[config.mk]
export PLATFORM = sky130hd
export DESIGN_NAME = alu_req_arbiter_flat
export DESIGN_NICKNAME = d
export VERILOG_FILES = /design/src/rtl/alu_req_arbiter_if.sv /design/src/rtl/alu_req_arbiter.sv /design/src/flat_wrapper.sv
export SDC_FILE = /design/constraint.sdc
export NUM_CORES = 1
export LEC_CHECK = 0
export CELL_PAD_IN_SITES_DETAIL_PLACEMENT = 1
export CELL_PAD_IN_SITES_GLOBAL_PLACEMENT = 1
export CORE_UTILIZATION = 39
export CTS_BUF_LIST = sky130_fd_sc_hd__clkbuf_8 sky130_fd_sc_hd__clkbuf_16
export CTS_CLUSTER_SIZE = 28
export DETAILED_ROUTE_END_ITERATION = 8
export DONT_BUFFER_PORTS = 1
export PLACE_DENSITY = 0.78
export SETUP_SLACK_MARGIN = 0.05
export SLEW_MARGIN = 40
export SYNTH_ARGS = -nofsm -noshare
export SYNTH_HDL_FRONTEND = slang
export SYNTH_SLANG_ARGS = --single-unit
[constraint.sdc]
create_clock -name clk -period 1.97 [get_ports clk]
set_clock_uncertainty 0.15 [all_clocks]
set_input_delay 0.2955 -clock clk [delete_from_list [all_inputs] [get_ports clk]]
set_output_delay 0.2955 -clock clk [all_outputs]
set_load 0.02 [all_outputs]
[src/rtl/alu_req_arbiter_if.sv]
// Bundles the two requester ports, the ALU drive/return path and the response port
// shared between the arbiter (slave) and its environment (master).
interface alu_req_arbiter_if #(
    parameter int W  = 4,
    parameter int SW = 3
);
    logic          req0_valid;
    logic          req0_ready;
    logic [W-1:0]  req0_a;
    logic [W-1:0]  req0_b;
    logic [SW-1:0] req0_sel;
    logic          req1_valid;
    logic          req1_ready;
    logic [W-1:0]  req1_a;
    logic [W-1:0]  req1_b;
    logic [SW-1:0] req1_sel;
    logic [W-1:0]  alu_a;
    logic [W-1:0]  alu_b;
    logic [SW-1:0] alu_sel;
    logic [W-1:0]  alu_result;
    logic          alu_carry;
    logic          rsp_valid;
    logic          rsp_ready;
    logic [W-1:0]  rsp_data;
    logic          rsp_carry;
    logic          rsp_id;
    logic          rsp_err;
    logic          busy;

    modport master (
        output req0_valid, req0_a, req0_b, req0_sel,
        output req1_valid, req1_a, req1_b, req1_sel,
        input  req0_ready, req1_ready,
        input  alu_a, alu_b, alu_sel,
        output alu_result, alu_carry,
        input  rsp_valid, rsp_data, rsp_carry, rsp_id, rsp_err, busy,
        output rsp_ready
    );

    modport slave (
        input  req0_valid, req0_a, req0_b, req0_sel,
        input  req1_valid, req1_a, req1_b, req1_sel,
        output req0_ready, req1_ready,
        output alu_a, alu_b, alu_sel,
        input  alu_result, alu_carry,
        output rsp_valid, rsp_data, rsp_carry, rsp_id, rsp_err, busy,
        input  rsp_ready
    );
endinterface

[src/rtl/alu_req_arbiter.sv]
// Round-robin arbiter/sequencer sharing one combinational ALU between two requesters;
// one operation in flight at a time, IDLE -> EXEC -> RESP.
module alu_req_arbiter #(
    parameter int W  = 4,
    parameter int SW = 3
) (
    input  logic               clk,
    input  logic               rst_n,
    alu_req_arbiter_if.slave   bus
);

    typedef enum logic [1:0] {
        IDLE = 2'd0,
        EXEC = 2'd1,
        RESP = 2'd2
    } state_t;

    localparam logic [SW-1:0] SEL_FIRST_ILLEGAL = SW'(3'd5);

    function automatic logic sel_is_illegal(input logic [SW-1:0] sel);
        return (sel >= SEL_FIRST_ILLEGAL);
    endfunction

    state_t        state_r;
    logic          last_id_r;
    logic          id_r;
    logic          busy_r;
    logic [W-1:0]  alu_a_r;
    logic [W-1:0]  alu_b_r;
    logic [SW-1:0] alu_sel_r;
    logic          rsp_valid_r;
    logic [W-1:0]  rsp_data_r;
    logic          rsp_carry_r;
    logic          rsp_id_r;
    logic          rsp_err_r;

    logic          grant_valid_s;
    logic          grant_id_s;
    logic [W-1:0]  grant_a_s;
    logic [W-1:0]  grant_b_s;
    logic [SW-1:0] grant_sel_s;

    // Grant decision: only in IDLE and outside reset; on a tie the port other than last_id wins.
    always_comb begin
        grant_valid_s = 1'b0;
        grant_id_s    = 1'b0;
        if (rst_n && (state_r == IDLE)) begin
            if (bus.req0_valid && bus.req1_valid) begin
                grant_valid_s = 1'b1;
                grant_id_s    = ~last_id_r;
            end else if (bus.req1_valid) begin
                grant_valid_s = 1'b1;
                grant_id_s    = 1'b1;
            end else if (bus.req0_valid) begin
                grant_valid_s = 1'b1;
                grant_id_s    = 1'b0;
            end else begin
                grant_valid_s = 1'b0;
                grant_id_s    = 1'b0;
            end
        end else begin
            grant_valid_s = 1'b0;
            grant_id_s    = 1'b0;
        end
    end

    // Operand selection from the granted port.
    always_comb begin
        grant_a_s   = bus.req0_a;
        grant_b_s   = bus.req0_b;
        grant_sel_s = bus.req0_sel;
        if (grant_id_s) begin
            grant_a_s   = bus.req1_a;
            grant_b_s   = bus.req1_b;
            grant_sel_s = bus.req1_sel;
        end else begin
            grant_a_s   = bus.req0_a;
            grant_b_s   = bus.req0_b;
            grant_sel_s = bus.req0_sel;
        end
    end

    // Sequencer FSM with all registered outputs; last_id resets to 1 so port 0 wins the first tie.
    always_ff @(posedge clk or negedge rst_n) begin
        if (!rst_n) begin
            state_r     <= IDLE;
            last_id_r   <= 1'b1;
            id_r        <= 1'b0;
            busy_r      <= 1'b0;
            alu_a_r     <= {W{1'b0}};
            alu_b_r     <= {W{1'b0}};
            alu_sel_r   <= {SW{1'b0}};
            rsp_valid_r <= 1'b0;
            rsp_data_r  <= {W{1'b0}};
            rsp_carry_r <= 1'b0;
            rsp_id_r    <= 1'b0;
            rsp_err_r   <= 1'b0;
        end else begin
            case (state_r)
                IDLE: begin
                    if (grant_valid_s) begin
                        alu_a_r   <= grant_a_s;
                        alu_b_r   <= grant_b_s;
                        alu_sel_r <= grant_sel_s;
                        id_r      <= grant_id_s;
                        last_id_r <= grant_id_s;
                        busy_r    <= 1'b1;
                        state_r   <= EXEC;
                    end else begin
                        state_r   <= IDLE;
                    end
                end
                EXEC: begin
                    // Illegal opcodes never leak whatever the ALU happens to produce.
                    if (sel_is_illegal(alu_sel_r)) begin
                        rsp_data_r  <= {W{1'b0}};
                        rsp_carry_r <= 1'b0;
                        rsp_err_r   <= 1'b1;
                    end else begin
                        rsp_data_r  <= bus.alu_result;
                        rsp_carry_r <= bus.alu_carry;
                        rsp_err_r   <= 1'b0;
                    end
                    rsp_id_r    <= id_r;
                    rsp_valid_r <= 1'b1;
                    state_r     <= RESP;
                end
                RESP: begin
                    if (bus.rsp_ready) begin
                        rsp_valid_r <= 1'b0;
                        busy_r      <= 1'b0;
                        state_r     <= IDLE;
                    end else begin
                        state_r     <= RESP;
                    end
                end
                default: begin
                    rsp_valid_r <= 1'b0;
                    busy_r      <= 1'b0;
                    state_r     <= IDLE;
                end
            endcase
        end
    end

    assign bus.req0_ready = grant_valid_s & ~grant_id_s;
    assign bus.req1_ready = grant_valid_s &  grant_id_s;
    assign bus.alu_a      = alu_a_r;
    assign bus.alu_b      = alu_b_r;
    assign bus.alu_sel    = alu_sel_r;
    assign bus.rsp_valid  = rsp_valid_r;
    assign bus.rsp_data   = rsp_data_r;
    assign bus.rsp_carry  = rsp_carry_r;
    assign bus.rsp_id     = rsp_id_r;
    assign bus.rsp_err    = rsp_err_r;
    assign bus.busy       = busy_r;

endmodule
[src/flat_wrapper.sv]
// flat-port wrapper written by rule: the top's interface ports become plain ports
module alu_req_arbiter_flat 
#(
    parameter int W  = 4,
    parameter int SW = 3
)
  (clk, rst_n, bus_req0_valid, bus_req0_a, bus_req0_b, bus_req0_sel, bus_req1_valid, bus_req1_a, bus_req1_b, bus_req1_sel, bus_req0_ready, bus_req1_ready, bus_alu_a, bus_alu_b, bus_alu_sel, bus_alu_result, bus_alu_carry, bus_rsp_valid, bus_rsp_data, bus_rsp_carry, bus_rsp_id, bus_rsp_err, bus_busy, bus_rsp_ready);
  alu_req_arbiter_if #(.W(W), .SW(SW)) bus_i ();
  input  logic clk;
  input  logic rst_n;
  input wire logic [$bits(bus_i.req0_valid)-1:0] bus_req0_valid;
  input wire logic [$bits(bus_i.req0_a)-1:0] bus_req0_a;
  input wire logic [$bits(bus_i.req0_b)-1:0] bus_req0_b;
  input wire logic [$bits(bus_i.req0_sel)-1:0] bus_req0_sel;
  input wire logic [$bits(bus_i.req1_valid)-1:0] bus_req1_valid;
  input wire logic [$bits(bus_i.req1_a)-1:0] bus_req1_a;
  input wire logic [$bits(bus_i.req1_b)-1:0] bus_req1_b;
  input wire logic [$bits(bus_i.req1_sel)-1:0] bus_req1_sel;
  output wire logic [$bits(bus_i.req0_ready)-1:0] bus_req0_ready;
  output wire logic [$bits(bus_i.req1_ready)-1:0] bus_req1_ready;
  output wire logic [$bits(bus_i.alu_a)-1:0] bus_alu_a;
  output wire logic [$bits(bus_i.alu_b)-1:0] bus_alu_b;
  output wire logic [$bits(bus_i.alu_sel)-1:0] bus_alu_sel;
  input wire logic [$bits(bus_i.alu_result)-1:0] bus_alu_result;
  input wire logic [$bits(bus_i.alu_carry)-1:0] bus_alu_carry;
  output wire logic [$bits(bus_i.rsp_valid)-1:0] bus_rsp_valid;
  output wire logic [$bits(bus_i.rsp_data)-1:0] bus_rsp_data;
  output wire logic [$bits(bus_i.rsp_carry)-1:0] bus_rsp_carry;
  output wire logic [$bits(bus_i.rsp_id)-1:0] bus_rsp_id;
  output wire logic [$bits(bus_i.rsp_err)-1:0] bus_rsp_err;
  output wire logic [$bits(bus_i.busy)-1:0] bus_busy;
  input wire logic [$bits(bus_i.rsp_ready)-1:0] bus_rsp_ready;
  assign bus_i.req0_valid = bus_req0_valid;
  assign bus_i.req0_a = bus_req0_a;
  assign bus_i.req0_b = bus_req0_b;
  assign bus_i.req0_sel = bus_req0_sel;
  assign bus_i.req1_valid = bus_req1_valid;
  assign bus_i.req1_a = bus_req1_a;
  assign bus_i.req1_b = bus_req1_b;
  assign bus_i.req1_sel = bus_req1_sel;
  assign bus_req0_ready = bus_i.req0_ready;
  assign bus_req1_ready = bus_i.req1_ready;
  assign bus_alu_a = bus_i.alu_a;
  assign bus_alu_b = bus_i.alu_b;
  assign bus_alu_sel = bus_i.alu_sel;
  assign bus_i.alu_result = bus_alu_result;
  assign bus_i.alu_carry = bus_alu_carry;
  assign bus_rsp_valid = bus_i.rsp_valid;
  assign bus_rsp_data = bus_i.rsp_data;
  assign bus_rsp_carry = bus_i.rsp_carry;
  assign bus_rsp_id = bus_i.rsp_id;
  assign bus_rsp_err = bus_i.rsp_err;
  assign bus_busy = bus_i.busy;
  assign bus_i.rsp_ready = bus_rsp_ready;
  alu_req_arbiter #(.W(W), .SW(SW)) u_core (.clk(clk), .rst_n(rst_n), .bus(bus_i));
endmodule
* After elaboration in Yosys (flattened, before gate mapping) *
Index checks and enable logic that the tools add are counted.
W data, S select, Z words.

cells by class
  reductions and logical operators = 6
  magnitude comparators = 1
  bitwise logic cells = 6
  muxes and demuxes = 20
  eq/ne operators = 4

operators with widths
  operator              count
  $mux W1               12
  $mux W4               3
  $pmux W1 S3           2
  $pmux W2 S3           1
  $not A1 Y1            4
  $reduce_and A2 Y1     2
  $ge A3 B3 Y1 const B  1
  $mux W3               1
  $reduce_and A3 Y1     1
  $and A1 B1 Y1         2
  $eq A2 B1 Y1 const B  1
  $eq A2 B2 Y1 const B  1
  $logic_and A1 B1 Y1   2
  $logic_not A2 Y1      1
  $mux W2               1
  $ne A2 B1 Y1 const B  1
  $ne A2 B2 Y1 const B  1

word-level totals
  input bits = 32
  word-level logic and storage cells = 49
  output and inout bits = 22
  bits in registers = 24

* Logic depth before layout (Yosys ltp) *
Gate-level depths: netlist of the first run.

  depth in word-level cells = 6
  mapped depth = 6
  gate-level depth less buffers = 4

* Worst setup path before layout of the first run *
No wires, ideal clock.

  kind = register -> output
  from = reg u_core.state_r[0]
  to = out bus_req0_ready
  buffers on the path = 2
  setup slack = -72 ps
  stages on the path, launching flop included = 6
  arrival = 1596 ps
  data required time = 1525 ps
  cell sequence = dfrtp_1 -> or3b_4 -> or2_1 -> buf_2 -> buf_6 -> nor2_1

between the ends
  longest elaborated chain between the ends = 5
  elaborated cells on any way between the ends = 6
  classes of those cells = mux: 2; bitwise: 2; reduce/logical: 2

RTL lines
  element                   RTL line                source
  start: declaration        alu_req_arbiter.sv:24   state_t state_r;
  start signal: assignment  alu_req_arbiter.sv:86   state_r <= IDLE;
  start signal: assignment  alu_req_arbiter.sv:108  state_r <= EXEC;
  start signal: assignment  alu_req_arbiter.sv:110  state_r <= IDLE;
  $logic_not A2 Y1 (*)      alu_req_arbiter.sv:47   if (rst_n && (state_r == IDLE)) begin
  $logic_and A1 B1 Y1 (*)   alu_req_arbiter.sv:47
  $mux W1                   alu_req_arbiter.sv:47
  $not A1 Y1                alu_req_arbiter.sv:146  assign bus.req0_ready = grant_valid_s & ~grant_id_s;
  $and A1 B1 Y1 (*)         alu_req_arbiter.sv:146
  end: declaration          flat_wrapper.sv:19      output wire logic [$bits(bus_i.req0_ready)-1:0] bus_req0_ready;

Mark *: on every way between the ends. The rest lies on a longest branch, timed or not.

* Worst setup path after layout of the first run *
  from = reg u_core.state_r[1]
  to = out bus_req0_ready

Same word-level chain as after synthesis.

==> results of run 1 <==
worst max path at each step:
stage	end	slack, ns	cells past startpoint	start
5_1_grt	bus_req0_ready	-0.10	4	u_core.state_r[1]$_DFF_PN0_
3_5_place_dp	u_core.bus.alu_sel[0]$_DFFE_PN0P_	-0.02	3	u_core.state_r[0]$_DFF_PN0_
3_3_place_gp	u_core.bus.alu_b[2]$_DFFE_PN0P_	0.03	3	u_core.state_r[0]$_DFF_PN0_
2_1_floorplan	bus_req0_ready	0.06	4	u_core.state_r[0]$_DFF_PN0_
4_1_cts	bus_req0_ready	-0.01	4	u_core.state_r[0]$_DFF_PN0_
6_report	bus_req0_ready	-0.05	4	u_core.state_r[1]$_DFF_PN0_
power breakdown:
group	leakage [nW]	switching, mW	internal, mW
Clock	0.0288	0.152	0.178
Sequential	0.295	0.418	0.716
Combinational	0.240	0.206	0.269
Total	0.563	0.777	1.16
area by class of cell:
| cell class | instances | area [sq um] | area share (%) |
|---|---|---|---|
| Inverter | 3 | 11.3 | 0.916 |
| Multi-Input combinational cell | 57 | 392 | 31.9 |
| Sequential cell | 24 | 602 | 49.0 |
| Tap cell | 30 | 37.5 | 3.05 |
| Clock buffer | 4 | 55.1 | 4.48 |
| Timing Repair Buffer | 12 | 131 | 10.7 |
critical path: cells and delay by family, from the launching register on:
kind            cells  cell delay, ns
simple gates        2            0.47
flops               1            0.41
compound gates      1            0.26
buf+inv             1            0.18
stage by stage:
step | instance area, sq um | TNS, ns | hold WS (ns) | cells
after floorplan | 1030 | 0 | -0.150 | 91
after global placement | 1070 | 0 | -0.149 | 117
after detailed placement | 1070 | -0.0878 | -0.150 | 117
after CTS | 1210 | -0.0141 | 0.00844 | 128
after global routing | 1230 | -0.152 | 0.00183 | 130
final | 1230 | -0.0490 | 0.0129 | 130
sequential cells by signal, indices dropped and copies added (netlist names):
name / flops
u_core.bus.alu_a: 4
u_core.bus.alu_b: 4
u_core.bus.rsp_data: 4
u_core.bus.alu_sel: 3
u_core.state_r: 2
u_core.bus.busy: 1
u_core.bus.rsp_carry: 1
u_core.bus.rsp_err: 1
u_core.bus.rsp_id: 1
u_core.bus.rsp_valid: 1
u_core.id_r: 1
u_core.last_id_r: 1
cell families after synthesis:
| kind of cell | share of synthesized area, % |
|---|---|
| AO/OA/AOI/OAI | 20.9 |
| flip-flops | 58.8 |
| AND/OR/NAND/NOR | 14.5 |
| buffers and inverters | 4.64 |
| multiplexers | 1.10 |
synth_stat cells, drive strengths merged (2+ instances only):
library cell  instances
a21o                  2
a221o                11
a22o                  5
buf                   3
clkbuf                4
dfrtp                23
inv                   3
nand2                13
nor2                  4
nor3                 11
o21a                  3
timing repair:
action / 4_1_cts / 5_1_grt
setup buffers: 5 / 1
hold buffers: 1 / 1
resized for setup: 3 / 1
setup endpoints to repair: 13 / 13
pin swaps: 2 / 0
endpoints found under the hold margin: 24 / 23
gates cloned: 1 / 0
per-layer routing:
metal / wire [um] / global-route usage, %
met1: 1100 / 25.9
met2: 1310 / 35.8
met3: 292 / 8.05
met4: 47 / 11.4
met5: 0 / 0
==> metrics.txt, run 1 <==
CTS sink cnt 24; DRT antenna net count 0; number of global-route vias before repair 880; Leak Pwr 0.563 nW; Overall Power 1.94 mW; largest cells by area after synthesis dfrtp_1, a221o_1, nor3_1, nand2_1, a22o_1; worst hold start bus_alu_result[1]; setup slack after layout -0.0490 ns; Filler Cells Inserted 266; Clock Latency Late Sink 0.26 ns; Final Hold Viols 0; Critical Path Max Stage Delay 0.42 ns; Worst Hold End u_core.bus.rsp_data[1]$_DFFE_PN0P_; Setup crit end kind primary output; R2R setup slack 0.10 ns; I/O pins 54; f_max 495 MHz; status finished, violations left; area share of the largest cell type after synthesis 56.2%; PwrDens 1580 mW/mm^2; worst slew pin tran 0.767 ns; Slew HR 48.7%; Placeable Area 0.00248 sq mm; Clock Pin Slew Worst Setup and Hold Paths 0.08 ns; Avg Inst Size Synth 11.2 sq um; DRT iter0 DRCs 8; count of unique library cells instantiated by Yosys 21; Hold Path Stages 1; Post-Route WL 2750 um; hpwl dp 1770 um; Avg WL per Cell 21.1 um; # setup viols final 1; ratio of cells with drive above 1 in the final layout 21.0%; failing checks negative setup slack; Synth-to-Final Area Change 20.0%; required time worst endpoint 1.52 ns; # Max-Cap Violations 0; Remaining DRCs 0; Critical Path AT 1.57 ns; final period utilization 102%; RSZ-0062 raised after global routing true; CP Class reg -> out; Inserted Clock Buffers 3; cell at the slowest stage of the critical path or3b_4; sequential share of the synthesized area 58.8%; routability cong. 0.689; R2R cell count 4; syn nets 123; die area 0.00283 sq mm; Syn Std Cell Area 0.00102 sq mm; Warnings, synthesis 0; I/O Buffers 0; largest area contributor in the synthesized netlist dfrtp_1; Critical Path, Cell by Cell or3b_4 -> a211oi_4 -> buf_12 -> nor2_4; CTS max path bufs 2; largest net degree at the start of global routing 25; total grt overflow 0; initial antenna violation count 0; Total GRT Usage 22.4%; Die Span X 53.2 um; number of synthesized flops with an enable pin 0; # rows 18; Initial Util 41.3%; Final Critical Period 2.02 ns; #FFs+latches synth 24; Root Driver clkbuf_8; most frequent cells in the layout dfrtp_1, nand2_1, nor3_1, a221o_1, buf_4; Post-Place Setup Slack -0.0234 ns; CP startpoint kind flop; Async S/R FF share, synth 100%; CTS tree yes; DR pass1 iterations 3; via count 795; n_diodes 0; HP Class in -> reg; Most used DFF post-synth dfrtp_1; R2R Path End u_core.bus.alu_sel[0]$_DFFE_PN0P_; cell count after synthesis 91; fin. max-slew vios 0; commonest non-fill, non-tap cell in the layout dfrtp_1; CP Max Fanout 6; H-tree depth 1; die height 53.2 um; VDD IR max 0.000730 V; DR vias/cell 6.12; final core occ 49.6%; Crit Reg-Reg Startpoint u_core.state_r[1]$_DFF_PN0_; Final #Nets 133; first-pass GRT wire length 4270 um
No activity file was read; power rests on OpenSTA's default activity.
==> inputs of run 2 (changes only) <==
- RECOVER_POWER: not set -> 100
- SLEW_MARGIN: 40 -> 20
==> run 2 against run 1 <==
Against the previous run: the flow still finishes with violations (negative setup slack); clock power about the same; first-iteration DRC count unchanged; combinational power about the same; flip-flop and latch count unchanged; critical path depth unchanged; register-to-register slack about the same; routed wire length about the same; non-clock buffer count unchanged; hold slack unchanged; fmax unchanged; critical endpoint unchanged; largest cell class unchanged.
==> metrics.txt, run 2 (same netlist as run 1, synthesis figures left out) <==
failing checks negative setup slack; Inserted Clock Buffers 3; most frequent cells in the layout dfrtp_1, nand2_1, nor3_1, a221o_1, buf_4; Final Critical Period 2.02 ns; Crit Reg-Reg Startpoint u_core.state_r[1]$_DFF_PN0_; Clock Latency Late Sink 0.26 ns; die area 0.00283 sq mm; HP Class in -> reg; R2R setup slack 0.10 ns; I/O pins 54; Post-Place Setup Slack -0.0234 ns; # Max-Cap Violations 0; ratio of cells with drive above 1 in the final layout 21.0%; hpwl dp 1770 um; Worst Hold End u_core.bus.rsp_data[1]$_DFFE_PN0P_; H-tree depth 1; n_diodes 0; first-pass GRT wire length 4270 um; via count 795; setup slack after layout -0.0490 ns; Total GRT Usage 22.4%; number of global-route vias before repair 880; I/O Buffers 0; final period utilization 102%; Initial Util 41.3%; Sw Ratio 40.0%; # rows 18; CTS max path bufs 2; Avg WL per Cell 21.1 um; Reg power frac 58.5%; Slew HR 48.7%; Setup crit end kind primary output; dpl cell area 0.00107 sq mm; Fin Setup TNS -0.0490 ns; Clock Pin Slew Worst Setup and Hold Paths 0.08 ns; f_max 495 MHz; fin. max-slew vios 0; VDD IR max 0.000730 V; Final Hold Viols 0; die height 53.2 um; PwrDens 1580 mW/mm^2; CP startpoint kind flop; CTS tree yes; final instance area 0.00123 sq mm; Post-Route WL 2750 um; Placeable Area 0.00248 sq mm; Hold Path Stages 1; Synth-to-Final Area Change 20.0%; largest net degree at the start of global routing 25; commonest non-fill, non-tap cell in the layout dfrtp_1; P_sw 0.777 mW; P_int 1.16 mW; Remaining DRCs 0; # setup viols final 1; routability cong. 0.689; worst slew pin tran 0.767 ns; status finished, violations left; total grt overflow 0; initial antenna violation count 0; worst hold start bus_alu_result[1]; DRT antenna net count 0; RSZ-0062 raised after global routing true; R2R cell count 4; Overall Power 1.94 mW; DRT iter0 DRCs 8; DR vias/cell 6.12; Critical Path AT 1.57 ns; Die Span X 53.2 um; CTS sink cnt 24; clock power share 17.0%; required time worst endpoint 1.52 ns; R2R Path End u_core.bus.alu_sel[0]$_DFFE_PN0P_; Leak Pwr 0.564 nW; Root Driver clkbuf_8; DR pass1 iterations 3; CP Max Fanout 6; Final #Nets 133; Gate power share 24.5%; CP Class reg -> out
## run 2: worst max-delay path by stage
| stage | startpoint | end | cells past startpoint | slack, ns |
|---|---|---|---|---|
| after floorplan | u_core.state_r[0]$_DFF_PN0_ | bus_req0_ready | 4 | 0.06 |
| after global placement | u_core.state_r[0]$_DFF_PN0_ | u_core.bus.alu_b[2]$_DFFE_PN0P_ | 3 | 0.03 |
| after detailed placement | u_core.state_r[0]$_DFF_PN0_ | u_core.bus.alu_sel[0]$_DFFE_PN0P_ | 3 | -0.02 |
| after CTS | u_core.state_r[0]$_DFF_PN0_ | bus_req0_ready | 4 | -0.01 |
| after global routing | u_core.state_r[1]$_DFF_PN0_ | bus_req0_ready | 4 | -0.10 |
| final | u_core.state_r[1]$_DFF_PN0_ | bus_req0_ready | 4 | -0.05 |
## run 2: critical path, stage by stage, from the launching register on
cell and delay (ns):
dfrtp_1 0.41, or3b_4 0.42, a211oi_4 0.26, buf_12 0.18, nor2_4 0.05
## run 2: metrics by stage
step	hold slack, ns	cells	utilization (%)
5_1_grt	0.00183	130	49.6
2_1_floorplan	-0.150	91	-
6_report	0.0129	130	49.6
3_3_place_gp	-0.149	117	43.1
3_5_place_dp	-0.150	117	43.1
4_1_cts	0.00844	128	48.9
## run 2: layout make-up
type                       count  area [sq um]
inverter                       3          11.3
clock buffer                   4          55.1
tap                           30          37.5
multi-input combinational     57           392
fill                         266          1250
sequential                    24           602
timing repair buffer          12           131
## run 2: power by group through the flow
stage / clock network (mW) / logic (mW) / registers (mW)
after floorplan: 0 / 0.330 / 1.08
after global placement: 0 / 0.363 / 1.13
after detailed placement: 0 / 0.392 / 1.14
after CTS: 0.339 / 0.466 / 1.13
after global routing: 0.365 / 0.526 / 1.17
final: 0.331 / 0.475 / 1.13
## run 2: repair_timing
action | in CTS | in global routing
cloned | 1 | 0
pin swaps | 2 | 0
hold buffers | 1 | 1
setup buffers | 5 | 1
endpoints found under the setup margin | 13 | 13
endpoints found under the hold margin | 24 | 23
gates resized for setup | 3 | 1
## run 2: metal layers
| metal | wire [um] | global-route usage (%) | up-vias | share of wire [%] |
|---|---|---|---|---|
| met5 | 0 | 0 | - | 0 |
| met4 | 47 | 11.4 | 0 | 1.7 |
| met3 | 292 | 8.05 | 6 | 11 |
| met2 | 1310 | 35.8 | 49 | 48 |
| met1 | 1100 | 25.9 | 389 | 40 |
| li1 | - | - | 351 | - |
